$ cat src/rtl/vecmac_pkg.sv
// Shared types and constants for the vector-MAC job scheduler.
package vecmac_pkg;

    // Scheduler FSM states; PAD is only reachable with the watchdog compiled in.
    typedef enum logic [2:0] {
        ST_IDLE   = 3'd0,
        ST_GRANT  = 3'd1,
        ST_STREAM = 3'd2,
        ST_WAIT   = 3'd3,
        ST_RESP   = 3'd4,
        ST_PAD    = 3'd5
    } state_e;

    localparam int LANE_W   = 8;
    localparam int LANES    = 4;
    localparam int OPND_W   = LANE_W * LANES;
    localparam int NREQ_DEF = 4;

    // Requester index width; never below one bit.
    function automatic int id_width(input int n);
        return (n > 1) ? $clog2(n) : 1;
    endfunction

    localparam int ID_W = id_width(NREQ_DEF);

endpackage

$ cat src/rtl/vecmac_rr_arb.sv
// Combinational round-robin pick: first set request at or after the pointer,
// wrapping modulo NREQ. Returns one-hot grant, its index and an any-request flag.
module vecmac_rr_arb #(
    parameter int NREQ = 4,
    parameter int ID_W = 2
) (
    input  logic [NREQ-1:0] req_i,
    input  logic [ID_W-1:0] ptr_i,
    output logic [NREQ-1:0] gnt_oh_o,
    output logic [ID_W-1:0] gnt_idx_o,
    output logic            any_o
);

    int              idx;
    logic [ID_W-1:0] idx_w;

    // Scan requesters starting at the pointer; the first hit wins.
    always_comb begin
        gnt_oh_o  = '0;
        gnt_idx_o = '0;
        any_o     = 1'b0;
        idx       = 0;
        idx_w     = '0;
        for (int k = 0; k < NREQ; k++) begin
            idx   = (int'(ptr_i) + k) % NREQ;
            idx_w = idx[ID_W-1:0];
            if (!any_o && req_i[idx_w]) begin
                any_o          = 1'b1;
                gnt_oh_o[idx_w] = 1'b1;
                gnt_idx_o      = idx_w;
            end
        end
    end

endmodule

$ cat src/rtl/vecmac_job_sched.sv
// Round-robin job scheduler in front of a shared int8 4-lane vector-MAC datapath.
// One dot-product job (BEATS operand beats) is in flight at a time; the final
// accumulator sum is returned with the owning requester's ID.
// Optional feature macro: VECMAC_WDOG_EN -- stall watchdog that pads an
// abandoned job with zero beats and flags the response with rsp_err.
//
// Handshakes: a requester beat transfers on a cycle where req_valid[i] and
// req_ready[i] are both 1; req_ready[i] never depends on anything but the
// grant, the FSM state and req_valid[i]. The response transfers on a cycle
// where rsp_valid and rsp_ready are both 1; rsp_valid/rsp_id/rsp_data/rsp_err
// hold steady until then.
module vecmac_job_sched
    import vecmac_pkg::*;
#(
    parameter int NREQ   = NREQ_DEF,
    parameter int BEATS  = 250,
    parameter int W_ACC  = 32,
    parameter int TO_CYC = 64
) (
    input  logic                      clk,
    input  logic                      rst_n,
    input  logic [NREQ-1:0]           req_valid,
    output logic [NREQ-1:0]           req_ready,
    input  logic [NREQ*OPND_W-1:0]    req_a,
    input  logic [NREQ*OPND_W-1:0]    req_b,
    output logic                      dp_valid,
    output logic [OPND_W-1:0]         dp_a,
    output logic [OPND_W-1:0]         dp_b,
    input  logic [W_ACC-1:0]          dp_result,
    input  logic                      dp_res_valid,
    output logic                      rsp_valid,
    input  logic                      rsp_ready,
    output logic [id_width(NREQ)-1:0] rsp_id,
    output logic [W_ACC-1:0]          rsp_data,
    output logic                      rsp_err,
    output logic                      busy,
    output state_e                    dbg_state
);

    localparam int               GID_W = id_width(NREQ);
    localparam int               CNT_W = $clog2(BEATS);
    localparam logic [CNT_W-1:0] LAST  = CNT_W'(BEATS - 1);

    // Elaboration-time parameter range guards.
    if (NREQ < 2 || NREQ > 8) begin : g_nreq_range
        $error("NREQ must be in 2..8");
    end
    if (BEATS < 2) begin : g_beats_range
        $error("BEATS must be >= 2");
    end
    if (TO_CYC < 1) begin : g_to_cyc_range
        $error("TO_CYC must be >= 1");
    end

    state_e              state_q;
    logic [GID_W-1:0]    gnt_q;
    logic [NREQ-1:0]     gnt_oh_q;
    logic [GID_W-1:0]    ptr_q;
    logic [CNT_W-1:0]    cnt_q;
    logic                rsp_valid_q;
    logic [GID_W-1:0]    rsp_id_q;
    logic [W_ACC-1:0]    rsp_data_q;

    logic [NREQ-1:0]     arb_oh;
    logic [GID_W-1:0]    arb_idx;
    logic                arb_any;
    logic [GID_W-1:0]    ptr_next;

    logic                sel_valid;
    logic [OPND_W-1:0]   sel_a;
    logic [OPND_W-1:0]   sel_b;
    logic                accept;
    logic                last_beat;

`ifdef VECMAC_WDOG_EN
    localparam int               STALL_W    = $clog2(TO_CYC + 1);
    localparam logic [STALL_W-1:0] STALL_LAST = STALL_W'(TO_CYC - 1);
    logic [STALL_W-1:0]  stall_q;
    logic                abort_q;
    logic                rsp_err_q;
`endif

    vecmac_rr_arb #(
        .NREQ (NREQ),
        .ID_W (GID_W)
    ) u_arb (
        .req_i     (req_valid),
        .ptr_i     (ptr_q),
        .gnt_oh_o  (arb_oh),
        .gnt_idx_o (arb_idx),
        .any_o     (arb_any)
    );

    assign ptr_next = (arb_idx == GID_W'(NREQ - 1)) ? '0 : arb_idx + 1'b1;

    // Mux the granted requester's valid and operand slices.
    always_comb begin
        sel_valid = 1'b0;
        sel_a     = '0;
        sel_b     = '0;
        for (int i = 0; i < NREQ; i++) begin
            if (GID_W'(i) == gnt_q) begin
                sel_valid = req_valid[i];
                sel_a     = req_a[i*OPND_W +: OPND_W];
                sel_b     = req_b[i*OPND_W +: OPND_W];
            end
        end
    end

    assign accept    = (state_q == ST_STREAM) && sel_valid;
    assign last_beat = (cnt_q == LAST);
    assign req_ready = accept ? gnt_oh_q : '0;

    // Datapath beats pass straight through; PAD injects zero beats.
`ifdef VECMAC_WDOG_EN
    assign dp_valid = accept || (state_q == ST_PAD);
`else
    assign dp_valid = accept;
`endif
    assign dp_a = accept ? sel_a : '0;
    assign dp_b = accept ? sel_b : '0;

    // Job FSM: grant, beat counting, result capture and response hold.
    always_ff @(posedge clk or negedge rst_n) begin
        if (!rst_n) begin
            state_q     <= ST_IDLE;
            gnt_q       <= '0;
            gnt_oh_q    <= '0;
            ptr_q       <= '0;
            cnt_q       <= '0;
            rsp_valid_q <= 1'b0;
            rsp_id_q    <= '0;
            rsp_data_q  <= '0;
`ifdef VECMAC_WDOG_EN
            stall_q     <= '0;
            abort_q     <= 1'b0;
            rsp_err_q   <= 1'b0;
`endif
        end else begin
            case (state_q)
                ST_IDLE: begin
                    if (|req_valid) state_q <= ST_GRANT;
                end
                ST_GRANT: begin
                    // A requester that withdrew before the grant cycle just returns us to IDLE.
                    if (arb_any) begin
                        gnt_q    <= arb_idx;
                        gnt_oh_q <= arb_oh;
                        ptr_q    <= ptr_next;
                        cnt_q    <= '0;
                        state_q  <= ST_STREAM;
`ifdef VECMAC_WDOG_EN
                        stall_q  <= '0;
                        abort_q  <= 1'b0;
`endif
                    end else begin
                        state_q <= ST_IDLE;
                    end
                end
                ST_STREAM: begin
                    if (accept) begin
`ifdef VECMAC_WDOG_EN
                        stall_q <= '0;
`endif
                        if (last_beat) begin
                            cnt_q   <= '0;
                            state_q <= ST_WAIT;
                        end else begin
                            cnt_q <= cnt_q + 1'b1;
                        end
                    end
`ifdef VECMAC_WDOG_EN
                    else if (stall_q == STALL_LAST) begin
                        state_q <= ST_PAD;
                        abort_q <= 1'b1;
                    end else begin
                        stall_q <= stall_q + 1'b1;
                    end
`endif
                end
`ifdef VECMAC_WDOG_EN
                ST_PAD: begin
                    // Fill the remaining beats with zeros so the accumulator still sees BEATS.
                    if (last_beat) begin
                        cnt_q   <= '0;
                        state_q <= ST_WAIT;
                    end else begin
                        cnt_q <= cnt_q + 1'b1;
                    end
                end
`endif
                ST_WAIT: begin
                    if (dp_res_valid) begin
                        rsp_data_q  <= dp_result;
                        rsp_id_q    <= gnt_q;
                        rsp_valid_q <= 1'b1;
`ifdef VECMAC_WDOG_EN
                        rsp_err_q   <= abort_q;
`endif
                        state_q     <= ST_RESP;
                    end
                end
                ST_RESP: begin
                    if (rsp_ready) begin
                        rsp_valid_q <= 1'b0;
                        state_q     <= ST_IDLE;
                    end
                end
                default: state_q <= ST_IDLE;
            endcase
        end
    end

    assign rsp_valid = rsp_valid_q;
    assign rsp_id    = rsp_id_q;
    assign rsp_data  = rsp_data_q;
    assign busy      = (state_q != ST_IDLE);
    assign dbg_state = state_q;
`ifdef VECMAC_WDOG_EN
    assign rsp_err   = rsp_err_q;
`else
    assign rsp_err   = 1'b0;
`endif

endmodule

$ cat config.mk
export PLATFORM = sky130hd
export DESIGN_NAME = vecmac_job_sched
export DESIGN_NICKNAME = d
export VERILOG_FILES = /design/src/rtl/vecmac_pkg.sv /design/src/rtl/vecmac_rr_arb.sv /design/src/rtl/vecmac_job_sched.sv
export SDC_FILE = /design/constraint.sdc
export NUM_CORES = 1
export LEC_CHECK = 0
export CORE_AREA = 2 2 159 161
export DETAILED_ROUTE_END_ITERATION = 12
export DIE_AREA = 0 0 161 163
export SYNTH_ARGS = -nofsm -noshare
export SYNTH_HDL_FRONTEND = slang
export SYNTH_SLANG_ARGS = --single-unit
$ cat constraint.sdc
create_clock -name clk -period 7.2 [get_ports clk]
set_input_delay 1.08 -clock clk [delete_from_list [all_inputs] [get_ports clk]]
set_output_delay 1.08 -clock clk [all_outputs]
set_load 0.1 [all_outputs]
Yosys cells after proc, flatten, opt, wreduce, memory -nomap -nowiden
Index checks and enable logic that the tools add are counted.
{"block": "classes", "n_addsub": 5, "multipliers": 0, "div_mod_pow": 0, "magnitude_cmp": 8, "n_eq_ne": 15, "n_shift": 0, "muxes": 58, "bitwise_logic": 3, "n_reduce_logical": 22}
{"cell": "$mux 32", "count": 10}
{"cell": "$mux 8", "count": 3}
{"cell": "$mux 4", "count": 5}
{"cell": "$mux 1", "count": 18}
{"cell": "$pmux 8 s2", "count": 1}
{"cell": "$mux 3", "count": 5}
{"cell": "$pmux 3 s5", "count": 1}
{"cell": "$lt 2x3->1 const B", "count": 4}
{"cell": "$mux 2", "count": 6}
{"cell": "$ne 2x2->1 const B", "count": 6}
{"cell": "$or 4x4->4", "count": 3}
{"cell": "$add 8x1->8 const B", "count": 1}
{"cell": "$bmux 1 s2", "count": 4}
{"cell": "$demux 1 s2", "count": 4}
{"cell": "$eq 8x8->1 const B", "count": 1}
{"cell": "$ge 2x1->1 const B", "count": 4}
{"cell": "$logic_and 1x1->1", "count": 8}
{"cell": "$eq 3x2->1 const B", "count": 2}
{"cell": "$reduce_and 3->1", "count": 2}
{"cell": "$reduce_and 5->1", "count": 1}
{"cell": "$add 2x1->2 const B", "count": 2}
{"cell": "$add 2x2->2 const B", "count": 2}
{"cell": "$eq 2x2->1 const A", "count": 2}
{"cell": "$reduce_and 2->1", "count": 2}
{"cell": "other kinds (11)", "count": 14}
{"block": "word_totals", "reg_bits": 54, "latchBits": 0, "ram_bits": 0, "rom_bits": 0, "out_inout_bits": 109, "word_cells": 119, "memories": 0}

Depth between registers and ports, before layout
{"block": "logic_depth", "depth_word": 14, "mapped_depth": 13, "mapped_depth_nobuf": 12}

Cells and area by module
From an unflattened synthesis, not the netlist that was laid out.
{"block": "hier_totals", "hier_cells": 375, "hier_area_um2": 4700.8}
{"mod": "vecmac_job_sched", "n_inst": 1, "cells_each": 330, "area_each_um2": 4281.6, "seq_area_each_um2": 1351.3}
{"mod": "vecmac_rr_arb", "n_inst": 1, "cells_each": 45, "area_each_um2": 419.2, "seq_area_each_um2": 0.0}

Least setup slack after synthesis
No wires, ideal clock.
{"block": "synth_timing", "kind": "input to output", "start": "input port req_valid[1]", "end": "output port dp_b[22]", "arrival_time_ps": 3426, "path_slack_ps": 2694, "cell_stages": 5, "n_path_buf": 1, "path_cell_list": "mux4_2 nand3_2 inv_2 clkbuf_1 and2_1"}
{"block": "synth_via", "elab_chain_cells": 5}
{"item": "start, declared", "line_no": "vecmac_job_sched.sv:22", "rtl": "input logic [NREQ-1:0] req_valid,"}
{"item": "$mux 1 (3 in a row)", "line_no": "vecmac_job_sched.sv:102", "rtl": "if (GID_W'(i) == gnt_q) begin"}
{"item": "$logic_and 1x1->1", "line_no": "vecmac_job_sched.sv:110", "rtl": "assign accept = (state_q == ST_STREAM) && sel_valid;"}
{"item": "named net dp_valid", "line_no": "vecmac_job_sched.sv:26", "rtl": "output logic dp_valid,"}
{"item": "$mux 32", "line_no": "vecmac_job_sched.sv:121", "rtl": "assign dp_b = accept ? sel_b : '0;"}
{"item": "end, declared", "line_no": "vecmac_job_sched.sv:28", "rtl": "output logic [OPND_W-1:0] dp_b,"}
The timed path passes the listed nets, and every way through them passes these cells.

Worst setup path after layout
{"block": "layout_timing", "start": "input port req_valid[1]", "end": "output port dp_b[26]"}
{"block": "layout_via", "elab_chain_cells": 5}
{"item": "$mux 1 (3 in a row)", "line_no": "vecmac_job_sched.sv:102"}
{"item": "$logic_and 1x1->1", "line_no": "vecmac_job_sched.sv:110"}
{"item": "$mux 32", "line_no": "vecmac_job_sched.sv:121"}
Every way passes these cells.

==> Flow_metrics.wiki <==
{| class="wikitable"
! Metric !! Value
|-
| DRC || 0
|-
| Sequential Power Share || between 10% and 20%
|-
| Switching share of total power || 60.2%
|-
| Number of setup buffers added after CTS || 0
|-
| Final setup violation count || 0
|-
| EDFF count, synth || 0
|-
| Final Hold Fails || 0
|-
| Cell repeated most along the worst path || sky130_fd_sc_hd__clkdlybuf4s50_1
|-
| Root buffer cell || sky130_fd_sc_hd__clkbuf_16
|-
| Starting Density || about a fifth
|-
| Floorplan die height || 163 µm
|-
| RSZ-0062 raised after global routing || false
|-
| CP peak stage delay || ~1.2 ns
|-
| Final weighted congestion in routability-driven placement || a little over 0.8
|-
| Required @ worst endpoint || 6.12 ns
|-
| Number of top-level pins || slightly above 400
|-
| Worst-case clock buffer depth || 2
|-
| Total of buffers placed on input and output ports || 403
|-
| LEAKAGE || 3.42 nW
|-
| Total number of clock tree sinks || 54
|-
| Hold buffers post-CTS || 0
|-
| Distinct cells, synth || 55
|-
| Skew-Pair Late Insertion Delay || 0.30 ns
|-
| Transition time of the tightest slew-check pin || 1.08 ns
|-
| Number of warning messages in the yosys log || 0
|-
| Design internal power || between 0.0015 and 0.002 W
|-
| CTS H-tree lvls || 2
|-
| Data arrival time of the critical path || 4.70 ns
|-
| Fraction of power consumed by combinational cells || 79.7%
|-
| Clk network pwr share || under 10%
|-
| Finished Core Util || 37.6%
|-
| Async S/R FF share, synth || 100%
|-
| Number of buffers added by the clock tree synthesis step || 5
|-
| Post-synthesis net count || 711
|-
| Type of the most critical hold path || flip-flop to flip-flop
|-
| Cell with the biggest individual delay on the critical path || sky130_fd_sc_hd__clkdlybuf4s50_1
|-
| Status || finished, final reports clean
|-
| Total count of max-transition violations in the final report || 0
|-
| Most used flip-flop cell after synthesis || sky130_fd_sc_hd__dfrtp_1
|-
| Overall via count from detail_route || slightly below 5000
|-
| Total Wirelength || 21000 µm
|-
| Worst ir drop on vdd || 0.000356 V
|-
| Layout cell share with drive strength beyond 1 || between 10% and 20%
|-
| Post-CTS clock slew at the launch and capture registers of the worst setup and hold paths || approximately 0.070 ns
|-
| #FFs+latches synth || 54
|-
| Critical path cell sequence || clkdlybuf4s50_1, mux4_2, nand3_2, inv_2, and2_1, clkdlybuf4s50_1
|-
| Full die area || around 26000 µm²
|-
| # rows || slightly below 60
|-
| Gate count of the mapped netlist || 407
|-
| Pin count of the biggest net entering global routing || between 70 and 80
|-
| Final critical delay including setup and external delays || ~5.8 ns
|-
| Detail Route Antenna Nets || 0
|-
| Critical path launch point type || input port
|-
| Initial antenna violation count || 1
|-
| Number of nets in the finished design || 1088
|-
| Layout fillers || 2432
|-
| First-pass GRT wire length || 30500 µm
|-
| Post-DP HPWL || approximately 17000 µm
|-
| Worst Setup End Kind || output port
|-
| Sequential cell area fraction in the yosys report || about 28%
|-
| Top Family by Delay on Critical Path || buffers and inverters
|-
| Area growth from synthesis to layout || 91.7%
|-
| Vias in the first global route || 5034
|-
| Worst-case clock skew || 0.00594 ns
|-
| Total congestion overflow after global routing || 0
|-
| Die width || approximately 160 µm
|-
| TritonCTS clock tree || done
|-
| Biggest fanout along the worst timing path || 71
|-
| Pwr per Cell Area || 449 nW/µm²
|-
| Area of the core || 24700 µm²
|-
| Pre-Repair DR Iteration Count || 4
|-
| Maximum operating frequency || 173 MHz
|-
| Worst path bufs/invs || 3
|-
| Post-route fraction of the period consumed by the critical path || 80.2%
|-
| Number of vias per cell || 4.43
|-
| Crit Path Class || input port to output port
|-
| Number of DRC markers in iteration 0 || 235
|-
| Cell area after synthesis || 4840 µm²
|-
| Wire length per cell after detailed routing || 18.8 µm
|-
| Total net switching power || 0.00251 W
|-
| GRT Resource Usage Total || 15.1%
|-
| Count of cells resized by post-cts repair || 0
|-
| Slew margin rel. || 28.0%
|-
| Maxcap violations || 0
|-
| Setup TNS || 0 ns
|-
| Mean post-synth cell area || 11.9 µm²
|}
## power by group through the flow
stage	Sequential, W	Clock [W]	Combinational (W)
4_1_cts	0.000603	0.000262	0.00335
6_report	0.000596	0.000249	0.00332
5_1_grt	0.000628	0.000271	0.00346
2_1_floorplan	0.00127	0	0.00185
3_3_place_gp	0.000601	0	0.00334
3_5_place_dp	0.000607	0	0.00334
## cell type report
type	instances	area, µm²	share of cell area, %
Inverter	10	37.5	0.405
Sequential cell	54	1360	14.6
Clock inverter	3	23.8	0.256
Multi-Input combinational cell	305	3260	35.1
Tap cell	330	413	4.45
Clock buffer	5	125	1.35
Timing Repair Buffer	408	4060	43.8
Antenna cell	1	2.50	0.0270
## path summary, 6_finish.rpt
check                        startpoint           end  slack, ns  cells past startpoint
max                        req_valid[1]      dp_b[26]       1.42                      6
min in group asynchronous         rst_n  rsp_data[30]       0.91                      2
min                        rsp_data[19]  rsp_data[19]       0.51                      1
max reg2reg                    ptr_q[0]      ptr_q[0]       3.95                     12
max in group asynchronous         rst_n      gnt_q[0]       5.73                      2
min reg2reg                rsp_data[19]  rsp_data[19]       0.51                      1
## cell usage after synthesis (all sizes together) (2+ instances only)
cell type   n  area share [%]
a21oi       5            0.59
mux2i       3            0.88
nor4        5             1.3
o311a       4            0.83
nor3        5            0.52
nand2b      2            0.26
and2       68             8.8
mux4       66              31
inv        10            0.78
nand3      11             1.3
a221o       4            0.83
buf        24             2.8
a22oi       2            0.31
ha          8             2.1
clkbuf     14             1.2
nand4       3            0.52
o221ai      2            0.36
nand2      18             1.4
a31oi       5            0.65
o21ai      13             1.3
mux2       38             8.8
o41ai       3            0.54
dfrtp      54              28
nor2       19             1.5
o31ai       2            0.31
a21boi      2            0.39
## stage by stage
stage	cells	hold WS (ns)	power [W]	setup slack, ns	instance area (µm²)
after global routing	1116	0.515	0.00436	1.22	9280
after CTS	1115	0.510	0.00421	1.41	9280
final	1116	0.506	0.00416	1.42	9280
after detailed placement	1107	0.492	0.00395	1.42	9130
after global placement	1107	0.486	0.00394	1.45	9130
after floorplan	407	0.471	0.00312	2.69	4840
## flip-flops by register name, indices dropped and copies added (netlist names)
| name | cells |
|---|---|
| cnt_q | 8 |
| gnt_q | 2 |
| rsp_id | 2 |
| rsp_valid | 1 |
| dbg_state | 3 |
| ptr_q | 2 |
| gnt_oh_q | 4 |
| rsp_data | 32 |
## cells by family (layout without fill, tap and decap cells)
group,Yosys count,after routing,synth area share [%]
buffers and inverters,48,426,4.78
other,1,2,0.0775
adders and majority gates,8,8,2.07
AOI/OAI and AO/OA,51,51,7.70
DFF,54,54,27.9
muxes,107,107,40.4
and+or+nand+nor,138,138,17.0
## worst register-to-register path, cell delays in order (launching register included)
cell and delay, ns:
sky130_fd_sc_hd__dfrtp_1 0.68, sky130_fd_sc_hd__inv_1 0.29, sky130_fd_sc_hd__ha_1 0.53, sky130_fd_sc_hd__nor2_1 0.23, sky130_fd_sc_hd__a21boi_0 0.11, sky130_fd_sc_hd__o211a_1 0.23
sky130_fd_sc_hd__nor3_1 0.33, sky130_fd_sc_hd__nor2_1 0.08, sky130_fd_sc_hd__ha_1 0.23, sky130_fd_sc_hd__nor3_1 0.14, sky130_fd_sc_hd__nand2_1 0.08, sky130_fd_sc_hd__a21oi_1 0.14
sky130_fd_sc_hd__a211o_1 0.12
## cells in the final DEF, fill, tap and decap left out, types with 3 or more instances in the layout
cell	instances
sky130_fd_sc_hd__nand2_1	18
sky130_fd_sc_hd__ha_1	8
sky130_fd_sc_hd__a21oi_1	4
sky130_fd_sc_hd__nor4_1	3
sky130_fd_sc_hd__a221o_1	4
sky130_fd_sc_hd__o311a_1	4
sky130_fd_sc_hd__dfrtp_1	52
sky130_fd_sc_hd__mux4_2	66
sky130_fd_sc_hd__mux2_2	38
sky130_fd_sc_hd__nand3_1	9
sky130_fd_sc_hd__nor2_1	18
sky130_fd_sc_hd__buf_4	7
sky130_fd_sc_hd__inv_1	9
sky130_fd_sc_hd__o41ai_1	3
sky130_fd_sc_hd__and2_1	68
sky130_fd_sc_hd__a31oi_1	5
sky130_fd_sc_hd__nor3_1	5
sky130_fd_sc_hd__clkdlybuf4s50_1	400
sky130_fd_sc_hd__clkbuf_16	5
sky130_fd_sc_hd__o21ai_0	13
## metal layers
metal,share of wire [%],vias to the layer above,track usage (%)
met5,0,-,0
met4,1.0,0,2.56
met3,6.6,11,3.36
met2,52,197,27.6
met1,41,2417,18.4
li1,-,2319,-
(Power assumes the default switching activity.)
